### config.mk
export PLATFORM = sky130hd
export DESIGN_NAME = tgfx_rom_loader
export DESIGN_NICKNAME = d
export VERILOG_FILES = /design/src/rtl/tgfx_pkg.sv /design/src/rtl/tgfx_rom_loader_bit_rev8.sv /design/src/rtl/tgfx_rom_loader.sv
export SDC_FILE = /design/constraint.sdc
export NUM_CORES = 1
export LEC_CHECK = 0
export ABC_AREA = 1
export CAP_MARGIN = 20
export CORE_ASPECT_RATIO = 0.5
export CORE_MARGIN = 1
export CORE_UTILIZATION = 40
export CTS_CLUSTER_DIAMETER = 50
export DETAILED_ROUTE_END_ITERATION = 8
export PLACE_DENSITY = 0.79
export SKIP_LAST_GASP = 1
export SLEW_MARGIN = 15
export SYNTH_ARGS = -nofsm -noshare
export SYNTH_HDL_FRONTEND = slang
export SYNTH_SLANG_ARGS = --single-unit
### constraint.sdc
create_clock -name clk_sys -period 3.8 [get_ports clk_sys]
set_input_delay 0.76 -clock clk_sys [delete_from_list [all_inputs] [get_ports clk_sys]]
set_output_delay 0.76 -clock clk_sys [all_outputs]
set_load 0.1 [all_outputs]
### src/rtl/tgfx_pkg.sv
// rtl/tgfx_pkg.sv - shared types and constants for the TurboGrafx ROM loader
package tgfx_pkg;

    typedef enum logic [1:0] {
        ST_IDLE  = 2'd0,
        ST_READY = 2'd1,
        ST_ACK   = 2'd2,
        ST_DONE  = 2'd3
    } loader_state_e;

    localparam logic [4:0]  SGX_INDEX  = 5'd2;

    // 16-byte rows where the Populous title string may sit
    localparam logic [11:0] POP_ROW_A  = 12'h212;
    localparam logic [11:0] POP_ROW_B  = 12'h1F2;

    localparam logic [15:0] POP_SIG_6  = 16'h4F50;
    localparam logic [15:0] POP_SIG_8  = 16'h5550;
    localparam logic [15:0] POP_SIG_10 = 16'h4F4C;
    localparam logic [15:0] POP_SIG_12 = 16'h5355;

    // {checked, expected word} for a byte offset within a signature row
    function automatic logic [16:0] pop_sig(input logic [3:0] off);
        case (off)
            4'd6:    pop_sig = {1'b1, POP_SIG_6};
            4'd8:    pop_sig = {1'b1, POP_SIG_8};
            4'd10:   pop_sig = {1'b1, POP_SIG_10};
            4'd12:   pop_sig = {1'b1, POP_SIG_12};
            default: pop_sig = 17'd0;
        endcase
    endfunction

endpackage

### src/rtl/tgfx_rom_loader_bit_rev8.sv
// rtl/tgfx_rom_loader_bit_rev8.sv - combinational bit reversal of one byte
module bit_rev8 (
    input  logic [7:0] din,
    output logic [7:0] dout
);

    assign dout = {din[0], din[1], din[2], din[3], din[4], din[5], din[6], din[7]};

endmodule

### src/rtl/tgfx_rom_loader.sv
// rtl/tgfx_rom_loader.sv - HPS ROM download sequencer with toggle-handshake writes
module tgfx_rom_loader
    import tgfx_pkg::*;
#(
    parameter int AW = 24
) (
    input  logic          clk_sys,
    input  logic          reset,
    input  logic          ioctl_download,
    input  logic [7:0]    ioctl_index,
    input  logic          ioctl_wr,
    input  logic [15:0]   ioctl_dout,
    output logic          ioctl_wait,
    input  logic          swap,
    output logic [AW-1:0] romwr_a,
    output logic [15:0]   romwr_d,
    output logic          rom_wr,
    input  logic          dd_wrack,
    input  logic          sd_wrack,
    output logic          sgx,
    output logic [1:0]    populous,
    output logic          hdr,
    output logic [AW-17:0] rom_sz,
    output logic          ovf
);

    // Power-up values; image state deliberately survives a core reset
    loader_state_e state_q     = ST_IDLE;
    logic          dl_q        = 1'b0;
    logic          rom_wr_q    = 1'b0;
    logic          wait_q      = 1'b0;
    logic [AW-1:0] romwr_a_q   = '0;
    logic [15:0]   romwr_d_q   = 16'd0;
    logic          sgx_q       = 1'b0;
    logic [1:0]    populous_q  = 2'b11;
    logic          hdr_q       = 1'b0;
    logic          ovf_q       = 1'b0;
    logic          fall_pend_q = 1'b0;

    loader_state_e state_d;
    logic          rom_wr_d, wait_d, sgx_d, hdr_d, ovf_d, fall_pend_d;
    logic [AW-1:0] romwr_a_d, addr_inc;
    logic [15:0]   romwr_d_d;
    logic [1:0]    populous_d;

    logic          dl_rise, dl_fall, acked, pop_row;
    logic [7:0]    rev_hi, rev_lo;
    logic [15:0]   wr_data;
    logic [16:0]   sig;
    logic          unused_idx;

    bit_rev8 u_rev_hi (.din(ioctl_dout[15:8]), .dout(rev_hi));
    bit_rev8 u_rev_lo (.din(ioctl_dout[7:0]),  .dout(rev_lo));

    assign dl_rise    = ioctl_download & ~dl_q;
    assign dl_fall    = ~ioctl_download & dl_q;
    assign acked      = (dd_wrack == rom_wr_q) && (sd_wrack == rom_wr_q);
    assign wr_data    = swap ? {rev_hi, rev_lo} : ioctl_dout;
    assign sig        = pop_sig(romwr_a_q[3:0]);
    assign pop_row    = (romwr_a_q[AW-1:4] == (AW-4)'(POP_ROW_A)) ||
                        (romwr_a_q[AW-1:4] == (AW-4)'(POP_ROW_B));
    assign addr_inc   = romwr_a_q + AW'(2);
    assign unused_idx = ^ioctl_index[7:5];

    always_comb begin
        state_d     = state_q;
        rom_wr_d    = rom_wr_q;
        wait_d      = wait_q;
        romwr_a_d   = romwr_a_q;
        romwr_d_d   = romwr_d_q;
        sgx_d       = sgx_q;
        populous_d  = populous_q;
        hdr_d       = hdr_q;
        ovf_d       = ovf_q;
        fall_pend_d = fall_pend_q;

        if (ioctl_wr && ioctl_download && (state_q != ST_READY)) begin
            ovf_d = 1'b1;
        end

        case (state_q)
            ST_IDLE, ST_DONE: begin
                // A new download overrides any strobe in the same cycle
                if (dl_rise) begin
                    state_d     = ST_READY;
                    romwr_a_d   = '0;
                    populous_d  = 2'b11;
                    ovf_d       = 1'b0;
                    fall_pend_d = 1'b0;
                    sgx_d       = (ioctl_index[4:0] == SGX_INDEX);
                end
            end
            ST_READY: begin
                if (dl_fall) begin
                    state_d = ST_DONE;
                    hdr_d   = romwr_a_q[9];
                end else if (ioctl_wr) begin
                    romwr_d_d = wr_data;
                    rom_wr_d  = ~rom_wr_q;
                    wait_d    = 1'b1;
                    state_d   = ST_ACK;
                    if (pop_row && sig[16] && (wr_data != sig[15:0])) begin
                        populous_d[romwr_a_q[13]] = 1'b0;
                    end
                end
            end
            ST_ACK: begin
                if (dl_fall) begin
                    fall_pend_d = 1'b1;
                end
                // The word in flight must complete before the download can close
                if (acked) begin
                    wait_d      = 1'b0;
                    romwr_a_d   = addr_inc;
                    fall_pend_d = 1'b0;
                    if (fall_pend_q || dl_fall) begin
                        state_d = ST_DONE;
                        hdr_d   = addr_inc[9];
                    end else begin
                        state_d = ST_READY;
                    end
                end
            end
            default: state_d = ST_IDLE;
        endcase
    end

    always_ff @(posedge clk_sys) begin
        dl_q <= ioctl_download;
        if (reset) begin
            state_q     <= ST_IDLE;
            wait_q      <= 1'b0;
            ovf_q       <= 1'b0;
            fall_pend_q <= 1'b0;
        end else begin
            state_q     <= state_d;
            rom_wr_q    <= rom_wr_d;
            wait_q      <= wait_d;
            romwr_a_q   <= romwr_a_d;
            romwr_d_q   <= romwr_d_d;
            sgx_q       <= sgx_d;
            populous_q  <= populous_d;
            hdr_q       <= hdr_d;
            ovf_q       <= ovf_d;
            fall_pend_q <= fall_pend_d;
        end
    end

    assign ioctl_wait = wait_q;
    assign romwr_a    = romwr_a_q;
    assign romwr_d    = romwr_d_q;
    assign rom_wr     = rom_wr_q;
    assign sgx        = sgx_q;
    assign populous   = populous_q;
    assign hdr        = hdr_q;
    assign rom_sz     = romwr_a_q[AW-1:16];
    assign ovf        = ovf_q;

endmodule
-- Word level (Yosys, flattened, before mapping)
Cells that the tools add are included.
- register bits: 51
- input port bits: 31
- output and inout bits: 55
- logic and storage cells: 100
- $add $sub $neg: 1
- order comparisons: 2
- eq/ne operators: 23
- muxes and demuxes: 33
- bitwise logic cells: 9
- reductions and logical operators: 21
- operators with widths (operator ; count):
    $pmux W17 S4 ; 1
    $mux W24 ; 2
    $pmux W24 S2 ; 1
    $add A24 B2 Y24 const B ; 1
    $eq A20 B10 Y1 const B ; 1
    $eq A20 B9 Y1 const B ; 1
    $mux W2 ; 9
    $mux W16 ; 1
    $ne A16 B16 Y1 ; 1
    $ne A2 B2 Y1 const B ; 7
    $mux W1 ; 13
    $eq A4 B4 Y1 const B ; 3
    $reduce_and A4 Y1 ; 3
    $reduce_and A3 Y1 ; 3
    $logic_and A1 B1 Y1 ; 6
    $ne A3 B3 Y1 const B ; 2
    $pmux W1 S2 ; 3
    $pmux W2 S3 ; 1
    $reduce_and A6 Y1 ; 1
    $reduce_bool A2 Y1 ; 3
    $eq A5 B2 Y1 const B ; 1
    $not A1 Y1 ; 5
    $reduce_and A5 Y1 ; 1
    $eq A2 B2 Y1 const B ; 2
    other kinds (14) ; 17

-- Logic depth before layout (Yosys ltp)
Gate-level depths: netlist (run 1).
- depth after elaboration: 10
- gate-level depth with buffers: 12
- gate-level depth less buffers: 11

-- By module
A second synthesis (run 1) with hierarchy kept.
- cell total of the unflattened synthesis: 379
- area total of the unflattened synthesis: 3061.7 sq um
- by module, submodules not included (module ; instances ; cells each ; area an instance (sq um) ; sequential area each (sq um)):
    tgfx_rom_loader ; 1 ; 363 ; 2941.6 ; 1441.4
    bit_rev8 ; 2 ; 8 ; 60.1 ; 0.0

-- Worst setup path before layout (run 1)
No wires, ideal clock.
- path kind: register -> register
- start: register rom_wr_q, in the netlist rom_wr
- end: register romwr_a_q[10], in the netlist romwr_a[10], enable pin
- setup time: 0.432 ns
- arrival time: 2.951 ns
- data required time: 3.368 ns
- path slack: 0.417 ns
- cell stages (with the launch flop): 5
- path buffers: 0
- clock period less this slack: 3.383 ns
- path through: edfxtp_1 nand3_1 nand3b_1 nand2_1 nor3_1
- cells in the longest elaborated chain, start to end: 4
- elaborated cells on any way between the ends: 5
- classes of those cells: eq/ne (3); reduce/logical (2)
- RTL lines (what ; line ; RTL):
    from (decl) ; tgfx_rom_loader.sv:30 ; logic rom_wr_q = 1'b0;
    from (signal assigned) ; tgfx_rom_loader.sv:137 ; rom_wr_q <= rom_wr_d;
    $eq A1 B1 Y1 ; tgfx_rom_loader.sv:57 ; assign acked = (dd_wrack == rom_wr_q) && (sd_wrack == rom_wr_q);
    $logic_and A1 B1 Y1 * ; tgfx_rom_loader.sv:57 ;
    $ne A2 B2 Y1 (no source line) * ; -- ;
    $reduce_and A4 Y1 (no source line) * ; -- ;
    to (signal assigned) ; tgfx_rom_loader.sv:139 ; romwr_a_q <= romwr_a_d;
    to (decl) ; tgfx_rom_loader.sv:32 ; logic [AW-1:0] romwr_a_q = '0;
Mark *: on every way between the ends. The rest lies on a longest branch, timed or not.
A chain may end at the register's enable or synchronous reset.

-- Final worst setup path (run 1)
- start: register romwr_a_q[3], in the netlist romwr_a[3]
- end: output romwr_a[3]
- RTL lines (what ; line ; RTL):
    to (decl) ; tgfx_rom_loader.sv:15 ; output logic [AW-1:0] romwr_a,
No word-level cell between the ends.

==> impl_metrics.json, run 1 <==
{
  "swShare": 0.521,
  "synth_area_leaders": "edfxtp_1 (44%), nand2_1 (12%), inv_1 (7.6%), nor2_1 (5.5%), dfxtp_1 (4.0%)",
  "relSlewSlack": 0.341,
  "die_x_um": 125,
  "nFillCells": 664,
  "cpPeakStageDelay_ns": 1.20,
  "skew_ns": 0.00497,
  "htree_levels": 2,
  "grt_pass1_wl_um": 11300,
  "cp_top_family": "buffers and inverters",
  "first_pass_iters": 7,
  "ant_nets": 0,
  "drtIter0Drc": 188,
  "slew_viol_final": 0,
  "place.port_buffers": 81,
  "area.growth.synth_to_final_pct": 33.8,
  "clk_pin_slew_ns": 0.07,
  "cts_made_buffers": 5,
  "clk_latency_ns": 0.30,
  "crit_fanout": 9,
  "dp_cells": 550,
  "die_h_um": 63.5,
  "post_cts_resize_count": 0,
  "yosys.area_share.simple": 0.304,
  "die-area_sq_um": 7950,
  "avgSynthCellArea_sq_um": 7.79,
  "cp.depth": 1,
  "multi_input_area_sq_um": 1250,
  "ys_warn_count": 0,
  "p_comb_frac": 0.527,
  "globalRouteOverflowTotal": 0,
  "vias_per_cell": 4.85,
  "cp-end-kind": "output port",
  "violations": "DRC",
  "leakage_uw": 0.00169,
  "power_density_nw_per_um2": 720,
  "seqCellArea_sq_um": 1440,
  "setup_viol": 0,
  "vdd_drop_max_mv": 0.428,
  "nNetsFinal": 499,
  "wl_um": 7060,
  "max_cap_viol_count": 0,
  "rsz0062_at_grt": "no",
  "min_path_cells": 2,
  "crit_required_ns": 3.04,
  "vias": 2705,
  "cp-start-kind": "register",
  "synth.mux.area_fraction": 0,
  "tritoncts": "built",
  "track_usage": 0.185,
  "synth_edf_count": 44,
  "ys_types": 37,
  "fmax_mhz": 357,
  "drive_gt1_frac": 0.0730,
  "p_seq_frac": 0.298,
  "cp_slowest_cell": "clkdlybuf4s50_1",
  "netSwitchingPower_uw": 1520,
  "initial_utilization": 0.434,
  "p_int_uw": 1400,
  "synthFlopType": "edfxtp_1",
  "fin_cells": 558,
  "min_path_type": "register to register",
  "synth_top_family_by_area": "simple AND/OR/NAND/NOR gates",
  "synth_xor_area_frac": 0.00578,
  "clock-root-buffer": "clkbuf_16",
  "min_period_over_period": 0.737,
  "path_cells": "clkdlybuf4s50_1",
  "ys_ff_latch": 50,
  "clock-sinks": 50,
  "gp_congestion": 0.893,
  "post-dp-hpwl_um": 5250,
  "grt_max_degree": 24,
  "power_uw": 2920,
  "reg2regPathDepth": 6,
  "fin_tns_setup_ns": 0,
  "min_period_ns": 2.80,
  "status": "finished, violations left",
  "core-area_sq_um": 6990,
  "post-cts-setup-buffers": 0,
  "clockBufferDepth": 2,
  "wl_per_cell_um": 12.7,
  "num_rows": 21,
  "diodes": 0,
  "synthArstFlopShare": 0,
  "cts_hold_buf": 0,
  "worst-setup-path-type": "register to output port",
  "synthAdderAreaFrac": 0.0124,
  "synth_area_leader_cell": "edfxtp_1",
  "synth_top_cell_area_share": 0.436,
  "antenna_found_initial": 0,
  "yosysSeqAreaShare": 0.476,
  "drc": 12,
  "final_hold_viol_count": 0,
  "syn_inst": 389,
  "power_frac_clock": 0.175,
  "worst-path-buf-inv": 1,
  "tightest_slew_ns": 0.986,
  "ios": 86,
  "cp_data_arrival_time_ns": 2.04,
  "synth_fp_nets": 423,
  "synth_compound_area_frac": 0.0842,
  "grt_pass1_vias": 2402,
  "netlist_area_sq_um": 3030
}
[kinds of logic after synthesis]
family                     Yosys count
AOI/OAI and AO/OA                   48
xor gates and xnor gates             2
adders and majority gates            3
buffers and inverters               83
DFF                                 50
other                                1
and+or+nand+nor                    202
[metrics by stage]
step	utilization	worst slack [ns]	cell area, sq um	hold slack [ns]
global route	0.580	0.967	4050	0.516
CTS	0.580	0.994	4050	0.476
global placement	0.557	0.873	3890	0.460
finish	0.580	0.998	4050	0.468
floorplan	-	0.417	3030	0.446
detailed placement	0.557	0.861	3890	0.461
[power groups by stage]
| stage | clock [uW] | combinational (uW) | sequential, uW |
|---|---|---|---|
| final | 510 | 1540 | 870 |
| after floorplan | 0 | 588 | 1500 |
| after detailed placement | 0 | 1540 | 882 |
| after global placement | 0 | 1530 | 878 |
| after CTS | 524 | 1550 | 871 |
| after global routing | 544 | 1620 | 888 |
[Yosys cell counts (2+ instances only)]
cell type,n
edfxtp_1,44
buf_4,10
nor3_2,3
nand2_2,4
inv_2,5
or2_0,2
nand3_1,17
ha_1,3
inv_1,61
clkinv_1,2
nand4_1,7
o211ai_1,2
a21oi_1,22
xnor2_1,2
nor2_4,3
nor2_2,3
buf_2,3
clkbuf_1,2
o21ai_0,13
dfxtp_1,6
nor3_1,11
nand2_1,100
nor2_1,44
o21ai_1,7
[registers in the layout (all words and copies together) (netlist names)]
name / cells
hdr: 1
ioctl_wait: 1
sgx: 1
romwr_d: 16
dl_q: 1
populous: 2
ovf: 1
state_q: 2
fall_pend_q: 1
rom_wr: 1
romwr_a: 23
[final timing paths]
| check | startpoint | to | slack, ns |
|---|---|---|---|
| worst min-delay path | ovf | ovf | 0.47 |
| worst min register to register | ovf | ovf | 0.47 |
| worst max-delay path | romwr_a[3] | romwr_a[3] | 1.0 |
| worst max register to register | state_q[0] | romwr_a[11] | 1.67 |
[final cells by class]
| cell class | instances | share of cell area |
|---|---|---|
| clock inverters | 1 | 0.00741 |
| well taps | 92 | 0.0284 |
| multi-input cells | 256 | 0.307 |
| inverters | 68 | 0.0630 |
| clock buffers | 7 | 0.0327 |
| flip-flops and latches | 50 | 0.356 |
| repair buffers | 84 | 0.206 |
[layout by cell type (no fill, tap or decap), types with 2 or more instances in the layout]
cell,count
clkdlybuf4s50_1,81
clkbuf_1,2
inv_2,5
nor2_4,3
nor2_1,44
nand2_2,4
dfxtp_1,6
clkinv_1,2
nor2_2,3
a21oi_1,22
buf_4,3
inv_1,61
o21ai_0,13
edfxtp_1,44
nor3_1,9
nand2_1,100
xnor2_1,2
nand4_1,7
nand3_1,17
clkbuf_16,5
o211ai_1,2
nor3_2,5
o21ai_1,7
ha_1,3
or2_0,2
[routing by layer]
| layer | up-vias | track usage | part of all wire |
|---|---|---|---|
| met5 | - | 0 | 0 |
| met4 | 0 | 0.0854 | 0.012 |
| met3 | 5 | 0.0501 | 0.067 |
| met2 | 86 | 0.300 | 0.45 |
| met1 | 1215 | 0.231 | 0.47 |
| li1 | 1399 | - | - |
No activity file was read; power rests on OpenSTA's default activity.
==> run 2, diff against run 1 <==
==> constraint.sdc (replaced) <==
create_clock -name clk_sys -period 2.86 [get_ports clk_sys]
set_input_delay 0.572 -clock clk_sys [delete_from_list [all_inputs] [get_ports clk_sys]]
set_output_delay 0.572 -clock clk_sys [all_outputs]
set_load 0.1 [all_outputs]
==> run 2 against run 1 <==
Sequential cell count unchanged. Sequential share of layout area grew 1.1 points. The flow still finishes with violations (DRC). Clock-buffer cell count did not move. Via count shrank 1.0%. Highest routed layer unchanged. Sequential power rose by 33%. Design area down 3.0%. First-iteration DRC count decreased by 29%. Critical path type is now input port to register.
==> impl_metrics.json, run 2 (synthesized netlist as in run 1, its figures left out) <==
{
  "status": "finished, violations left",
  "violations": "DRC",
  "drive_gt1_frac": 0.192,
  "max_cap_viol_count": 0,
  "drc": 12,
  "power_density_nw_per_um2": 973,
  "drtIter0Drc": 134,
  "htree_levels": 2,
  "ant_nets": 0,
  "clock-root-buffer": "clkbuf_16",
  "vias_per_cell": 4.78,
  "vias": 2678,
  "track_usage": 0.189,
  "final_hold_viol_count": 0,
  "die_x_um": 125,
  "crit_top_cell": "nand2_1",
  "cpPeakStageDelay_ns": 0.52,
  "ios": 86,
  "whs_ns": 0.478,
  "vdd_drop_max_mv": 0.559,
  "leakage_uw": 0.00175,
  "fin_tns_setup_ns": 0,
  "power_uw": 3830,
  "antenna_found_initial": 0,
  "crit_required_ns": 2.85,
  "clk_latency_ns": 0.30,
  "globalRouteOverflowTotal": 0,
  "nNetsFinal": 501,
  "cp_data_arrival_time_ns": 2.25,
  "clockBufferDepth": 2,
  "rsz0062_at_grt": "no",
  "clock-sinks": 50,
  "wl_per_cell_um": 12.6,
  "area.growth.synth_to_final_pct": 29.8,
  "grt_max_degree": 24,
  "first_pass_iters": 7,
  "cts_hold_buf": 0,
  "post-dp-hpwl_um": 5240,
  "fmax_mhz": 443,
  "crit_fanout": 16,
  "post_cts_resize_count": 0,
  "min_period_over_period": 0.789,
  "wl_um": 7030,
  "post-cts-setup-buffers": 0,
  "layout_common_cells": "nand2_1 (100), inv_1 (61), buf_4 (59), nor2_1 (44), edfxtp_1 (44)",
  "num_rows": 21,
  "cp-end-kind": "register",
  "largest_reg_flops": 23,
  "skew_ns": 0.00560,
  "gp_congestion": 0.896,
  "setup_viol": 0,
  "worst-setup-path-type": "input port to register",
  "nFillCells": 672,
  "min_period_ns": 2.26,
  "core-area_sq_um": 6990,
  "initial_utilization": 0.434,
  "die_h_um": 63.5,
  "grt_pass1_vias": 2464,
  "grt_pass1_wl_um": 11700,
  "slew_viol_final": 0,
  "cp_slowest_cell": "clkdlybuf4s50_1",
  "die-area_sq_um": 7950,
  "diodes": 0,
  "cts_made_buffers": 5,
  "cp-start-kind": "input port",
  "tritoncts": "built",
  "layout_commonest_cell": "nand2_1",
  "path_cells": "clkdlybuf4s50_1 -> buf_4 -> o21ai_0 -> nand2_1 -> nand2_1 -> inv_1 -> nand2_1 -> nor2_1 -> nand3_1 -> nand2_1 -> a21oi_1",
  "min_path_type": "register to register",
  "clk_pin_slew_ns": 0.06,
  "place.port_buffers": 81
}
## run 2: cell count changes in the layout (fill, tap and decap cells not counted)
cell             delta
buf_4              +56
clkdlybuf4s50_1    -54
## run 2: final timing paths
path / from / endpoint / slack (ns) / depth (start not counted)
hold / removal: ovf / ovf / 0.48 / 2
setup reg to reg: romwr_a[1] / hdr / 0.84 / 9
hold reg to reg: ovf / ovf / 0.48 / 2
setup / recovery: swap / populous[1] / 0.60 / 11
## run 2: critical path, delay by kind of cell
family,cells,cell delay (ns)
buf+inv,3,0.80
simple gates,6,0.36
compound gates,2,0.49
## run 2: through the flow
stage | area, sq um | utilization | std cells | worst slack (ns)
global placement | 3770 | 0.540 | 552 | 0.312
CTS | 3930 | 0.563 | 560 | 0.605
global route | 3930 | 0.563 | 560 | 0.416
detailed placement | 3770 | 0.540 | 552 | 0.293
finish | 3930 | 0.563 | 560 | 0.604
floorplan | 3040 | - | 389 | 0.180
## run 2: power by group
group	switching, uW	total (uW)	internal (uW)
Sequential	175	1160	983
Combinational	1580	2000	415
Clock	258	672	414
## run 2: area by class of cell
class                      count  area, sq um  area share
inverter                      68          255      0.0649
tap                           92          115      0.0293
sequential                    50         1440       0.366
clock inverter                 1         30.0     0.00763
timing repair buffer          86          713       0.181
clock buffer                   7          133      0.0337
multi-input combinational    256         1250       0.317
## run 2: per-layer routing
layer / vias up / global-route usage / routed length, um
met5: - / 0 / 0
met1: 1196 / 0.247 / 3370
met2: 73 / 0.302 / 3170
li1: 1399 / - / -
met3: 10 / 0.0467 / 371
met4: 0 / 0.0793 / 123
